==> src/rtl/fifo_sync_prog_if.sv <==
// Handshake bundle for fifo_sync_prog: producer/consumer side is master, FIFO is slave.
// DATA_WIDTH and DEPTH must match the FIFO instance the bundle is bound to.
interface fifo_sync_prog_if #(
    parameter int DATA_WIDTH = 8,
    parameter int DEPTH      = 10,
    parameter int CW         = $clog2(DEPTH + 1)
);
    logic                  CLR;
    logic                  W_EN;
    logic [DATA_WIDTH-1:0] W_DATA;
    logic                  R_EN;
    logic [DATA_WIDTH-1:0] R_DATA;
    logic                  R_VALID;
    logic                  FULL;
    logic                  EMPTY;
    logic                  ALMOST_FULL;
    logic                  ALMOST_EMPTY;
    logic [CW-1:0]         COUNT;
    logic                  OVERFLOW;
    logic                  UNDERFLOW;

    modport master (
        output CLR, W_EN, W_DATA, R_EN,
        input  R_DATA, R_VALID, FULL, EMPTY, ALMOST_FULL, ALMOST_EMPTY,
               COUNT, OVERFLOW, UNDERFLOW
    );

    modport slave (
        input  CLR, W_EN, W_DATA, R_EN,
        output R_DATA, R_VALID, FULL, EMPTY, ALMOST_FULL, ALMOST_EMPTY,
               COUNT, OVERFLOW, UNDERFLOW
    );
endinterface

==> src/rtl/fifo_sync_prog.sv <==
// Single-clock FIFO with arbitrary depth, occupancy count, programmable almost flags,
// sticky error flags, synchronous flush and selectable first-word-fall-through read.
module fifo_sync_prog #(
    parameter int DATA_WIDTH = 8,
    parameter int DEPTH      = 10,
    parameter int FWFT       = 0,
    parameter int AF_THRESH  = DEPTH - 2,
    parameter int AE_THRESH  = 2
) (
    input  logic            CLK,
    input  logic            RST,
    fifo_sync_prog_if.slave bus
);
    localparam int AW = $clog2(DEPTH);
    localparam int CW = $clog2(DEPTH + 1);
    localparam logic [CW-1:0] DEPTH_C = CW'(DEPTH);
    localparam logic [CW-1:0] AF_C    = CW'(AF_THRESH);
    localparam logic [CW-1:0] AE_C    = CW'(AE_THRESH);
    localparam logic [AW-1:0] LAST_C  = AW'(DEPTH - 1);

    if (DEPTH < 2 || AF_THRESH < 1 || AF_THRESH > DEPTH ||
        AE_THRESH < 0 || AE_THRESH > DEPTH - 1 || (FWFT != 0 && FWFT != 1)) begin : g_bad_param
        $error("fifo_sync_prog: illegal parameter set");
    end

    logic [DATA_WIDTH-1:0] mem_q [DEPTH];
    logic [AW-1:0]         wr_ptr_q, wr_ptr_d;
    logic [AW-1:0]         rd_ptr_q, rd_ptr_d;
    logic [CW-1:0]         count_q, count_d;
    logic                  ovf_q, unf_q;
    logic                  full, empty, wr_acc, rd_acc;

    // Acceptance uses the registered occupancy, so a full FIFO rejects a write even
    // when a read leaves room in the same cycle.
    assign full   = (count_q == DEPTH_C);
    assign empty  = (count_q == '0);
    assign wr_acc = bus.W_EN & ~full  & ~bus.CLR;
    assign rd_acc = bus.R_EN & ~empty & ~bus.CLR;

    always_comb begin
        wr_ptr_d = wr_ptr_q;
        rd_ptr_d = rd_ptr_q;
        count_d  = count_q;
        if (wr_acc) wr_ptr_d = (wr_ptr_q == LAST_C) ? '0 : wr_ptr_q + 1'b1;
        if (rd_acc) rd_ptr_d = (rd_ptr_q == LAST_C) ? '0 : rd_ptr_q + 1'b1;
        unique case ({wr_acc, rd_acc})
            2'b10:   count_d = count_q + 1'b1;
            2'b01:   count_d = count_q - 1'b1;
            default: count_d = count_q;
        endcase
    end

    always_ff @(posedge CLK or negedge RST) begin
        if (!RST) begin
            wr_ptr_q <= '0;
            rd_ptr_q <= '0;
            count_q  <= '0;
            ovf_q    <= 1'b0;
            unf_q    <= 1'b0;
        end else if (bus.CLR) begin
            wr_ptr_q <= '0;
            rd_ptr_q <= '0;
            count_q  <= '0;
            ovf_q    <= 1'b0;
            unf_q    <= 1'b0;
        end else begin
            wr_ptr_q <= wr_ptr_d;
            rd_ptr_q <= rd_ptr_d;
            count_q  <= count_d;
            if (bus.W_EN && full)  ovf_q <= 1'b1;
            if (bus.R_EN && empty) unf_q <= 1'b1;
        end
    end

    // Storage is deliberately left unreset.
    always_ff @(posedge CLK) begin
        if (wr_acc) mem_q[wr_ptr_q] <= bus.W_DATA;
    end

    if (FWFT != 0) begin : g_fwft
        assign bus.R_DATA  = mem_q[rd_ptr_q];
        assign bus.R_VALID = ~empty;
    end else begin : g_std
        logic [DATA_WIDTH-1:0] rdata_q;
        logic                  rvalid_q;
        always_ff @(posedge CLK or negedge RST) begin
            if (!RST) begin
                rdata_q  <= '0;
                rvalid_q <= 1'b0;
            end else if (rd_acc) begin
                rdata_q  <= mem_q[rd_ptr_q];
                rvalid_q <= 1'b1;
            end else begin
                rvalid_q <= 1'b0;
            end
        end
        assign bus.R_DATA  = rdata_q;
        assign bus.R_VALID = rvalid_q;
    end

    assign bus.FULL         = full;
    assign bus.EMPTY        = empty;
    assign bus.ALMOST_FULL  = (count_q >= AF_C);
    assign bus.ALMOST_EMPTY = (count_q <= AE_C);
    assign bus.COUNT        = count_q;
    assign bus.OVERFLOW     = ovf_q;
    assign bus.UNDERFLOW    = unf_q;
endmodule
==> src/flat_wrapper.sv <==
// flat-port wrapper written by rule: the top's interface ports become plain ports
module fifo_sync_prog_flat 
#(
    parameter int DATA_WIDTH = 8,
    parameter int DEPTH      = 10,
    parameter int FWFT       = 0,
    parameter int AF_THRESH  = DEPTH - 2,
    parameter int AE_THRESH  = 2
)
  (CLK, RST, bus_CLR, bus_W_EN, bus_W_DATA, bus_R_EN, bus_R_DATA, bus_R_VALID, bus_FULL, bus_EMPTY, bus_ALMOST_FULL, bus_ALMOST_EMPTY, bus_COUNT, bus_OVERFLOW, bus_UNDERFLOW);
  fifo_sync_prog_if #(.DATA_WIDTH(DATA_WIDTH), .DEPTH(DEPTH)) bus_i ();
  input  logic CLK;
  input  logic RST;
  input wire logic [$bits(bus_i.CLR)-1:0] bus_CLR;
  input wire logic [$bits(bus_i.W_EN)-1:0] bus_W_EN;
  input wire logic [$bits(bus_i.W_DATA)-1:0] bus_W_DATA;
  input wire logic [$bits(bus_i.R_EN)-1:0] bus_R_EN;
  output wire logic [$bits(bus_i.R_DATA)-1:0] bus_R_DATA;
  output wire logic [$bits(bus_i.R_VALID)-1:0] bus_R_VALID;
  output wire logic [$bits(bus_i.FULL)-1:0] bus_FULL;
  output wire logic [$bits(bus_i.EMPTY)-1:0] bus_EMPTY;
  output wire logic [$bits(bus_i.ALMOST_FULL)-1:0] bus_ALMOST_FULL;
  output wire logic [$bits(bus_i.ALMOST_EMPTY)-1:0] bus_ALMOST_EMPTY;
  output wire logic [$bits(bus_i.COUNT)-1:0] bus_COUNT;
  output wire logic [$bits(bus_i.OVERFLOW)-1:0] bus_OVERFLOW;
  output wire logic [$bits(bus_i.UNDERFLOW)-1:0] bus_UNDERFLOW;
  assign bus_i.CLR = bus_CLR;
  assign bus_i.W_EN = bus_W_EN;
  assign bus_i.W_DATA = bus_W_DATA;
  assign bus_i.R_EN = bus_R_EN;
  assign bus_R_DATA = bus_i.R_DATA;
  assign bus_R_VALID = bus_i.R_VALID;
  assign bus_FULL = bus_i.FULL;
  assign bus_EMPTY = bus_i.EMPTY;
  assign bus_ALMOST_FULL = bus_i.ALMOST_FULL;
  assign bus_ALMOST_EMPTY = bus_i.ALMOST_EMPTY;
  assign bus_COUNT = bus_i.COUNT;
  assign bus_OVERFLOW = bus_i.OVERFLOW;
  assign bus_UNDERFLOW = bus_i.UNDERFLOW;
  fifo_sync_prog #(.DATA_WIDTH(DATA_WIDTH), .DEPTH(DEPTH), .FWFT(FWFT), .AF_THRESH(AF_THRESH), .AE_THRESH(AE_THRESH)) u_core (.CLK(CLK), .RST(RST), .bus(bus_i));
endmodule
==> config.mk <==
export PLATFORM = sky130hd
export DESIGN_NAME = fifo_sync_prog_flat
export DESIGN_NICKNAME = d
export VERILOG_FILES = /design/src/rtl/fifo_sync_prog_if.sv /design/src/rtl/fifo_sync_prog.sv /design/src/flat_wrapper.sv
export SDC_FILE = /design/constraint.sdc
export NUM_CORES = 1
export LEC_CHECK = 0
export CAP_MARGIN = 20
export CORE_MARGIN = 2
export CORE_UTILIZATION = 56
export DETAILED_ROUTE_END_ITERATION = 10
export GPL_ROUTABILITY_DRIVEN = 0
export HOLD_SLACK_MARGIN = 0.06
export PLACE_DENSITY = 0.77
export SETUP_SLACK_MARGIN = 0.5
export SYNTH_ARGS = -nofsm -noshare
export SYNTH_HDL_FRONTEND = slang
export SYNTH_SLANG_ARGS = --single-unit
export TNS_END_PERCENT = 1
==> constraint.sdc <==
create_clock -name CLK -period 3.8 [get_ports CLK]
set_clock_uncertainty 0.2 [all_clocks]
set_input_delay 0.38 -clock CLK [delete_from_list [all_inputs] [get_ports CLK]]
set_output_delay 0.38 -clock CLK [all_outputs]
set_load 0.005 [all_outputs]
### Word level (Yosys, flattened, before mapping)

Memories as Yosys holds them, arrays and structs flattened. A register that Yosys moved wholly into a read port is not among the register bits.
Cells that the tools add are included.

* memory bits (writable): 80
* memories kept: 1
* bits of input ports: 13
* register bits: 15

Memories
* u_core.mem_q: depth 10, width 8, read ports 1, clocked after Yosys merged registers in 1, wr ports 1, RTL line fifo_sync_prog.sv:26 `logic [DATA_WIDTH-1:0] mem_q [DEPTH];`

* $add $sub $neg: 4
* reductions and logical operators: 9
* magnitude comparators: 2
* mux-type cells: 15
* equal/unequal tests: 5
* bitwise gates (word level): 7

Operator list (number)
* 4-bit two-way mux: 7
* 4-bit by 1-bit adder with 4-bit output, second input constant: 3
* 4-bit equality test, second input constant: 3
* 4-bit case mux with 2 select lines: 1
* 2-bit nonzero test: 4
* 1-bit two-way mux: 7
* 1-bit bitwise AND: 4
* 4-bit greater-or-equal comparator, second input constant: 1
* 4-bit by 2-bit <= comparator with 1-bit output, second input constant: 1
* 4-bit logical NOT: 1
* 4-bit by 1-bit subtractor with 4-bit output, second input constant: 1
* 1-bit inverter: 3
* 3-bit nonzero test: 1
* 2-bit by 1-bit equality test with 1-bit output, second input constant: 1
* 2-bit equality test, second input constant: 1
* 1-bit logical AND: 2
* 1-bit logical NOT: 1

### Depth between registers and ports, before layout

Gate-level depths: netlist (run 1).

* depth in word-level cells: 7
* depth in mapped cells: 11

### Worst setup path after synthesis (run 1)

No wires, ideal clock.

* path kind: reg2reg
* start point: register u_core.count_q[3] (netlist: u_core.bus.COUNT[3])
* end point: register u_core.count_q[3] (netlist: u_core.bus.COUNT[3])
* cell stages (with the launch flop): 10
* required time: 3.468 ns
* arrival: 2.151 ns
* setup time: 0.132 ns
* path slack: 1.317 ns
* buffers on the path: 0
* cell sequence: dfrtp_1 > nor4_2 > or2_4 > nor2_2 > ha_1 > a31o_2 > nand4_1 > o41ai_4 > xnor2_1 > nor2_1

* cells in the longest elaborated chain, start to end: 7
* elaborated cells between the ends (all ways): 15
* those cells by class: 2 x add/sub; 3 x eq/ne; 2 x mux; 6 x bitwise; 2 x reduce/logical

RTL lines
* start, declared: RTL line fifo_sync_prog.sv:29 `logic [CW-1:0] count_q, count_d;`
* start signal, assigned: RTL line fifo_sync_prog.sv:69 `count_q <= count_d;`
* 4-bit logical NOT (*): RTL line fifo_sync_prog.sv:36 `assign empty = (count_q == '0);`
* named net bus_EMPTY: RTL line flat_wrapper.sv:21 `output wire logic [$bits(bus_i.EMPTY)-1:0] bus_EMPTY;`
* 1-bit inverter (*): RTL line fifo_sync_prog.sv:38 `assign rd_acc = bus.R_EN & ~empty & ~bus.CLR;`
* 1-bit bitwise AND (*) (2 in series): RTL line fifo_sync_prog.sv:38
* 2-bit by 1-bit equality test with 1-bit output or 2-bit equality test (tied branches): RTL line fifo_sync_prog.sv:46 `unique case ({wr_acc, rd_acc})`
* 4-bit case mux with 2 select lines: RTL line fifo_sync_prog.sv:46
* 4-bit two-way mux: RTL line fifo_sync_prog.sv:60 `end else if (bus.CLR) begin`

Mark *: on every way through the listed nets, which the timed path passes. The rest lies on a longest branch.
A chain may end at the register's enable or synchronous reset.

### Worst setup path after layout (run 1)

* start point: register u_core.count_q[3] (netlist: u_core.bus.COUNT[3])
* end point: register u_core.count_q[3] (netlist: u_core.bus.COUNT[3])

* cells in the longest elaborated chain, start to end: 7
* elaborated cells between the ends (all ways): 15
* those cells by class: 2 x add/sub; 3 x eq/ne; 2 x mux; 6 x bitwise; 2 x reduce/logical

RTL lines (RTL line)
* 4-bit equality test or 4-bit logical NOT (tied branches): fifo_sync_prog.sv:35, fifo_sync_prog.sv:36
* 1-bit inverter (on tied branches): fifo_sync_prog.sv:37, fifo_sync_prog.sv:38
* 1-bit bitwise AND (on tied branches) (2 in series): fifo_sync_prog.sv:37, fifo_sync_prog.sv:38
* 2-bit by 1-bit equality test with 1-bit output or 2-bit equality test (tied branches): fifo_sync_prog.sv:46
* 4-bit case mux with 2 select lines: fifo_sync_prog.sv:46
* 4-bit two-way mux: fifo_sync_prog.sv:60

Parallel ways exist; a longest one is shown, timed or not.

==> impl_metrics.csv, run 1 <==
group,metric,value,unit
global_route,grt_max_degree,30,
timing,max_clock_freq,351.8,MHz
clocking,cts_hold_buf,0,
clocking,cts_setup_buffers,0,
finish,fillerInstances,526,
pwr,total_leakage_power,0.001722,µW
timing,maxSlewHeadroom,38.74,%
global_route,grt_pass1_vias,2508,
routing,wire_per_inst,19.92,µm
worst_setup_path,start_kind,"flop",
worst_setup_path,required,3.85,ns
clocking,cts_htree_levels,3,
place,placed_cell_area,0.004821,mm²
worst_setup_path,cp.arrival,2.90,ns
logic_synthesis,seq_area_frac_synth,67.86,%
pwr,clkPwrFrac,27.0,%
die,core-area,0.007647,mm²
logic_synthesis,ys.flop_type,"edfxtp_1",
routing,final_antenna_net_count,0,
die,fp.dieH,92.52,µm
timing,slew_violations,0,
logic_synthesis,yosysTopAreaCell,"edfxtp_1",
finish,nets,329,
pwr,p_int,2054,µW
logic_synthesis,synth_edf_count,80,
finish,final_cell_mix,"edfxtp_1, clkdlybuf4s50_1, nand2_1, dfrtp_1, nor2_1",
global_route,grt_pass1_wl,13330,µm
timing,fin_hold_ws,0.1188,ns
logic_synthesis,syn_nets,292,
routing,num_vias,2439,
logic_synthesis,ys_warn_count,0,
worst_setup_path,crit_path_cell_trace,"nor4_2, or2_4, nor2_2, ha_1, a31o_2, nand4_1, o41ai_4, xnor2_1, nor2_1",
clocking,post_cts_resized,0,
logic_synthesis,syn-cell-area,0.004388,mm²
die,die_w,92.52,µm
global_route,grt.overflow.total,0,
worst_setup_path,crit_buf_inv,0,
worst_setup_path,critPathMaxFanout,21,
global_route,grtUsageTotal,21.34,%
routing,drt_iter0_markers,131,
timing,tns,0,ns
worst_setup_path,cp_slowest_cell,"dfrtp_1",
finish,synthToLayoutAreaGrowth,15.71,%
pwr,p_seq_share,49.3,%
min_path,hold_class,"in2async",
pwr,pwr-share-comb,23.7,%
logic_synthesis,synth-seq-cells,103,
finish,drive_gt1_share,19.87,%
worst_setup_path,endpoint_kind,"flop",
logic_synthesis,synth_top_area_share,54.75,%
logic_synthesis,synth.avg_cell_area,15.96,µm²
worst_setup_path,cp_top_family,"simple AND/OR/NAND/NOR gates",
die,initial_core_util,57.38,%
clocking,cts_buffers,9,
routing,drcViolationCount,0,
run_status,status,"complete, no violations",
place,port_buffers,31,
pwr,switchingPower,767.4,µW
timing,period_minus_slack,2.842,ns
die,ios,32,
run,maxCapViolations,0,
worst_setup_path,worst_path_largest_cell_delay,0.50,ns
finish,multi_input_area,0.001300,mm²
timing,tightest_slew,0.9189,ns
die,die_area,0.008560,mm²
clocking,clock_latency,0.36,ns
logic_synthesis,yosysUniqueCellTypes,44,
die,core.rowCount,32,
logic_synthesis,synthTopCellsByArea,"edfxtp_1, dfrtp_1, mux4_2",
worst_setup_path,crit_type,"reg2reg",
routing,drt-total-wl,8346,µm
clocking,cts_tree,"yes",
pwr,fin_total_pwr,2822,µW
global_route,antenna_found_initial,0,
routing,dr.pass1.iters,4,
worst_setup_path,worstSetupPathDepth,9,
clocking,root_buffer,"clkbuf_8",
logic_synthesis,postSynth.asyncResetShare,22.33,%
finish,seq_area,0.002978,mm²
clocking,clock_sinks,103,
place,hpwl,5276,µm
timing,finalHoldViolCount,0,
routing,via_per_inst,5.821,
clocking,cts_buffer_depth,2,
finish,final_common_cell,"edfxtp_1",
finish,final_area,0.005077,mm²
timing,rsz0062_at_grt,"false",
pwr,peakVddDrop,0.3024,mV
worst_setup_path,r2r_cells,9,
pwr,powerDensity,555.7,mW/mm²
clocking,clk_pin_slew_worst_paths,0.10,ns
logic_synthesis,syn_inst,275,
finish,diodes,0,
timing,post-route-period-util,74.80,%
timing,setup_viol,0,
pwr,swShare,27.20,%
[cell usage after synthesis, types with 3 or more instances]
| library cell | n |
|---|---|
| nand2b_1 | 4 |
| ha_1 | 4 |
| inv_1 | 4 |
| nor2b_1 | 3 |
| clkbuf_1 | 4 |
| buf_2 | 6 |
| edfxtp_1 | 80 |
| nor2_1 | 19 |
| dfrtp_1 | 23 |
| buf_1 | 3 |
| nor4_1 | 3 |
| a21oi_1 | 8 |
| xor2_1 | 3 |
| mux2i_1 | 10 |
| xnor2_1 | 4 |
| nor3_1 | 9 |
| o221ai_1 | 8 |
| mux4_2 | 16 |
| nand2_1 | 25 |
| buf_6 | 3 |
| mux2_2 | 8 |
[per-layer routing]
metal,global-route usage (%),vias to the layer above,share of wire (%)
met3,3.011,12,5.5
met2,34.85,76,52
met1,29.33,1231,41
met5,0,-,0
li1,-,1120,-
met4,8.582,0,1.7
[worst paths after layout]
path	from	end	slack, ns
min in group CLK	u_core.bus.R_DATA[7]$_DFFE_PN0P_	u_core.bus.R_DATA[7]$_DFFE_PN0P_	0.31
hold / removal	RST	u_core.bus.R_DATA[0]$_DFFE_PN0P_	0.12
setup reg to reg	u_core.bus.COUNT[3]$_DFFE_PN0P_	u_core.bus.COUNT[3]$_DFFE_PN0P_	0.96
setup / recovery	u_core.bus.COUNT[3]$_DFFE_PN0P_	u_core.bus.COUNT[3]$_DFFE_PN0P_	0.96
hold reg to reg	u_core.bus.R_DATA[7]$_DFFE_PN0P_	u_core.bus.R_DATA[7]$_DFFE_PN0P_	0.31
max in group asynchronous	RST	u_core.bus.R_DATA[6]$_DFFE_PN0P_	2.84
[cell families (layout without fill, tap and decap cells)]
family / Yosys count / after routing / share of synthesized area (%)
buf+inv: 22 / 64 / 2.794
fa+ha+maj: 4 / 4 / 1.141
compound gates: 29 / 29 / 5.446
xor+xnor: 8 / 8 / 1.768
flops: 103 / 103 / 67.86
simple gates: 75 / 75 / 8.440
mux: 34 / 34 / 12.55
[power groups by stage]
stage               sequential [µW]  clock, µW  combinational, µW
floorplan                      1370          0                469
global placement               1420          0                658
detailed placement             1420          0                672
CTS                            1390        777                674
global route                   1410        824                731
finish                         1390        762                668
[through the flow]
step                      setup WS (ns)  std cells  util [%]
final                            0.9576        419     66.39
after global routing             0.8125        419     66.39
after CTS                        0.9532        418     66.03
after detailed placement         0.8074        402     63.04
after global placement           0.8935        402     63.04
after floorplan                   1.317        275         -
[sequential cells by signal, indices dropped and copies added (netlist names)]
register	cells
u_core.bus.COUNT	4
u_core.bus.OVERFLOW	1
u_core.bus.R_DATA	8
u_core.bus.R_VALID	1
u_core.bus.UNDERFLOW	1
u_core.mem_q	80
u_core.rd_ptr_q	4
u_core.wr_ptr_q	4
[area by class of cell]
type                    count  area share, %
clock inverters             7          2.070
clock buffers               9          2.440
multi-input cells         150          25.60
inverters                   4         0.2957
well taps                 102          2.514
flip-flops and latches    103          58.65
repair buffers             44          8.428
Power figures use the tool's default switching activity.
==> run 2: changes to the inputs <==
--- a/config.mk
+++ b/config.mk
@@ -7,11 +7,11 @@
 export LEC_CHECK = 0
 export CAP_MARGIN = 20
 export CORE_MARGIN = 2
-export CORE_UTILIZATION = 56
+export CORE_UTILIZATION = 52
 export DETAILED_ROUTE_END_ITERATION = 10
 export GPL_ROUTABILITY_DRIVEN = 0
 export HOLD_SLACK_MARGIN = 0.06
-export PLACE_DENSITY = 0.77
+export PLACE_DENSITY = 0.75
 export SETUP_SLACK_MARGIN = 0.5
 export SYNTH_ARGS = -nofsm -noshare
 export SYNTH_HDL_FRONTEND = slang
==> constraint.sdc (replaced) <==
create_clock -name CLK -period 2.44 [get_ports CLK]
set_clock_uncertainty 0.2 [all_clocks]
set_input_delay 0.244 -clock CLK [delete_from_list [all_inputs] [get_ports CLK]]
set_output_delay 0.244 -clock CLK [all_outputs]
set_load 0.005 [all_outputs]
==> impl_metrics.csv, run 2 (same netlist as run 1, synthesis figures left out) <==
group,metric,value,unit
timing,slew_violations,0,
place,dp_slack,0.07908,ns
clocking,clk_pin_slew_worst_paths,0.10,ns
clocking,cts_buffers,9,
routing,drcViolationCount,0,
timing,setup_ws,0.2578,ns
routing,num_vias,2545,
clocking,clock_latency,0.36,ns
worst_setup_path,endpoint_kind,"flop",
finish,nets,355,
worst_setup_path,crit_path_end,"u_core.bus.COUNT[3]$_DFFE_PN0P_",
place,placed_cell_area,0.004985,mm²
worst_setup_path,r2r_start,"u_core.bus.COUNT[3]$_DFFE_PN0P_",
die,core.rowCount,33,
worst_setup_path,worstSetupPathDepth,9,
timing,rsz0062_at_grt,"true",
pwr,total_leakage_power,0.001844,µW
finish,largest_reg_flops,80,
worst_setup_path,cp_slowest_cell,"dfrtp_2",
pwr,fin_total_pwr,4557,µW
worst_setup_path,timing.critical_path.from,"u_core.bus.COUNT[3]$_DFFE_PN0P_",
finish,final_cell_mix,"edfxtp_1, buf_4, clkdlybuf4s50_1, nand2_1, dfrtp_1",
worst_setup_path,cp_top_family,"simple AND/OR/NAND/NOR gates",
routing,drt_iter0_markers,171,
worst_setup_path,r2r_end,"u_core.bus.COUNT[3]$_DFFE_PN0P_",
die,die_area,0.009189,mm²
min_path,holdCritStartpoint,"u_core.bus.R_DATA[6]$_DFFE_PN0P_",
worst_setup_path,r2r_slack,0.26,ns
die,core-area,0.008217,mm²
finish,fillerInstances,583,
die,fp.dieH,95.86,µm
pwr,p_int,3284,µW
finish,final_common_cell,"edfxtp_1",
global_route,grt_pass1_vias,2547,
global_route,grtUsageTotal,20.81,%
clocking,cts_tree,"yes",
worst_setup_path,r2r_cells,9,
run_status,status,"complete, no violations",
finish,finish.utilization,64.63,%
die,initial_core_util,53.40,%
worst_setup_path,cp.arrival,2.23,ns
pwr,p_seq_share,46.5,%
routing,drt-total-wl,8713,µm
finish,top_register,"u_core.mem_q",
place,port_buffers,31,
pwr,swShare,27.93,%
timing,maxSlewHeadroom,53.50,%
worst_setup_path,crit_path_cell_trace,"nor4_4, or2_4, nor2_4, ha_4, a31o_4, nand4_1, o41ai_4, xnor2_1, nor2_1",
pwr,peakVddDrop,0.4417,mV
place,hpwl,5145,µm
min_path,hold_class,"reg2reg",
pwr,powerDensity,858.1,mW/mm²
run,maxCapViolations,0,
die,ios,32,
finish,synthToLayoutAreaGrowth,21.02,%
clocking,clock_sinks,103,
timing,period_minus_slack,2.182,ns
routing,wire_per_inst,19.45,µm
clocking,cts_htree_levels,3,
timing,finalHoldViolCount,0,
routing,final_antenna_net_count,0,
timing,post-route-period-util,89.43,%
worst_setup_path,crit_type,"reg2reg",
routing,dr.pass1.iters,4,
pwr,switchingPower,1273,µW
global_route,antenna_found_initial,0,
worst_setup_path,critPathMaxFanout,4,
timing,tns,0,ns
worst_setup_path,required,2.49,ns
clocking,root_buffer,"clkbuf_8",
global_route,grt.overflow.total,0,
timing,tightest_slew,0.6975,ns
die,die_w,95.86,µm
worst_setup_path,crit_buf_inv,0,
clocking,cts_buffer_depth,2,
pwr,pwr-share-comb,29.8,%
timing,max_clock_freq,458.3,MHz
finish,final_area,0.005310,mm²
routing,via_per_inst,5.681,
worst_setup_path,worst_path_largest_cell_delay,0.46,ns
global_route,grt_pass1_wl,13530,µm
pwr,clkPwrFrac,23.8,%
finish,drive_gt1_share,27.99,%
worst_setup_path,start_kind,"flop",
finish,diodes,0,
timing,setup_viol,0,
global_route,grt_max_degree,30,
## run 2: cell types whose count changed in the layout (fill, tap and decap cells not counted), sizes merged, moves of 2 or more
| cell | previous run | this run |
|---|---|---|
| dlygate4sd2 | 0 | 2 |
| clkdlybuf4s50 | 31 | 29 |
| clkinv | 0 | 2 |
| clkinvlp | 3 | 1 |
| buf | 13 | 38 |
## run 2: worst min path at each step
stage                                                   to  slack (ns)  cells after the start
after floorplan            u_core.bus.COUNT[0]$_DFFE_PN0P_       -0.25                      0
after global placement    u_core.bus.R_DATA[6]$_DFFE_PN0P_        0.27                      2
after detailed placement  u_core.bus.R_DATA[6]$_DFFE_PN0P_        0.28                      2
after CTS                 u_core.bus.R_DATA[6]$_DFFE_PN0P_        0.30                      2
after global routing      u_core.bus.R_DATA[6]$_DFFE_PN0P_        0.33                      2
final                     u_core.bus.R_DATA[6]$_DFFE_PN0P_        0.30                      2
## run 2: worst min-delay path, delay by kind of cell, from the launching register on
family,cells,cell delay [ns]
flops,1,0.35
compound gates,1,0.06
simple gates,1,0.05
## run 2: cell type report
| type | count | area [µm²] | area share [%] |
|---|---|---|---|
| Sequential cell | 103 | 2983 | 56.17 |
| Inverter | 4 | 15.01 | 0.2828 |
| Clock inverter | 7 | 78.83 | 1.484 |
| Tap cell | 105 | 131.4 | 2.474 |
| Timing Repair Buffer | 70 | 619.3 | 11.66 |
| Clock buffer | 9 | 123.9 | 2.333 |
| Multi-Input combinational cell | 150 | 1359 | 25.59 |
## run 2: through the flow
step | instances | hold slack (ns)
final | 448 | 0.2992
after global routing | 448 | 0.3327
after CTS | 446 | 0.3040
after detailed placement | 418 | 0.2760
after global placement | 418 | 0.2716
after floorplan | 275 | -0.2516
## run 2: repair_timing
item	4_1_cts	5_1_grt
endpoints found under the hold margin	23	0
hold buffers	1	0
pin swaps	2	8
resized for setup	5	4
setup buffers	11	2
endpoints found under the setup margin	55	100
## run 2: per-layer routing
metal / routed length, µm / track usage, % / vias up
li1: - / - / 1177
met1: 3681 / 27.46 / 1287
met2: 4474 / 35.20 / 69
met3: 409 / 2.819 / 12
met4: 148 / 8.333 / 0
met5: 0 / 0 / -
## run 2: power groups by stage
| stage | clock network (µW) | registers, µW | logic (µW) |
|---|---|---|---|
| final | 1080 | 2120 | 1360 |
| after global routing | 1160 | 2130 | 1480 |
| after CTS | 1100 | 2120 | 1330 |
| after detailed placement | 0 | 2180 | 1220 |
| after global placement | 0 | 2170 | 1200 |
| after floorplan | 0 | 2140 | 768 |
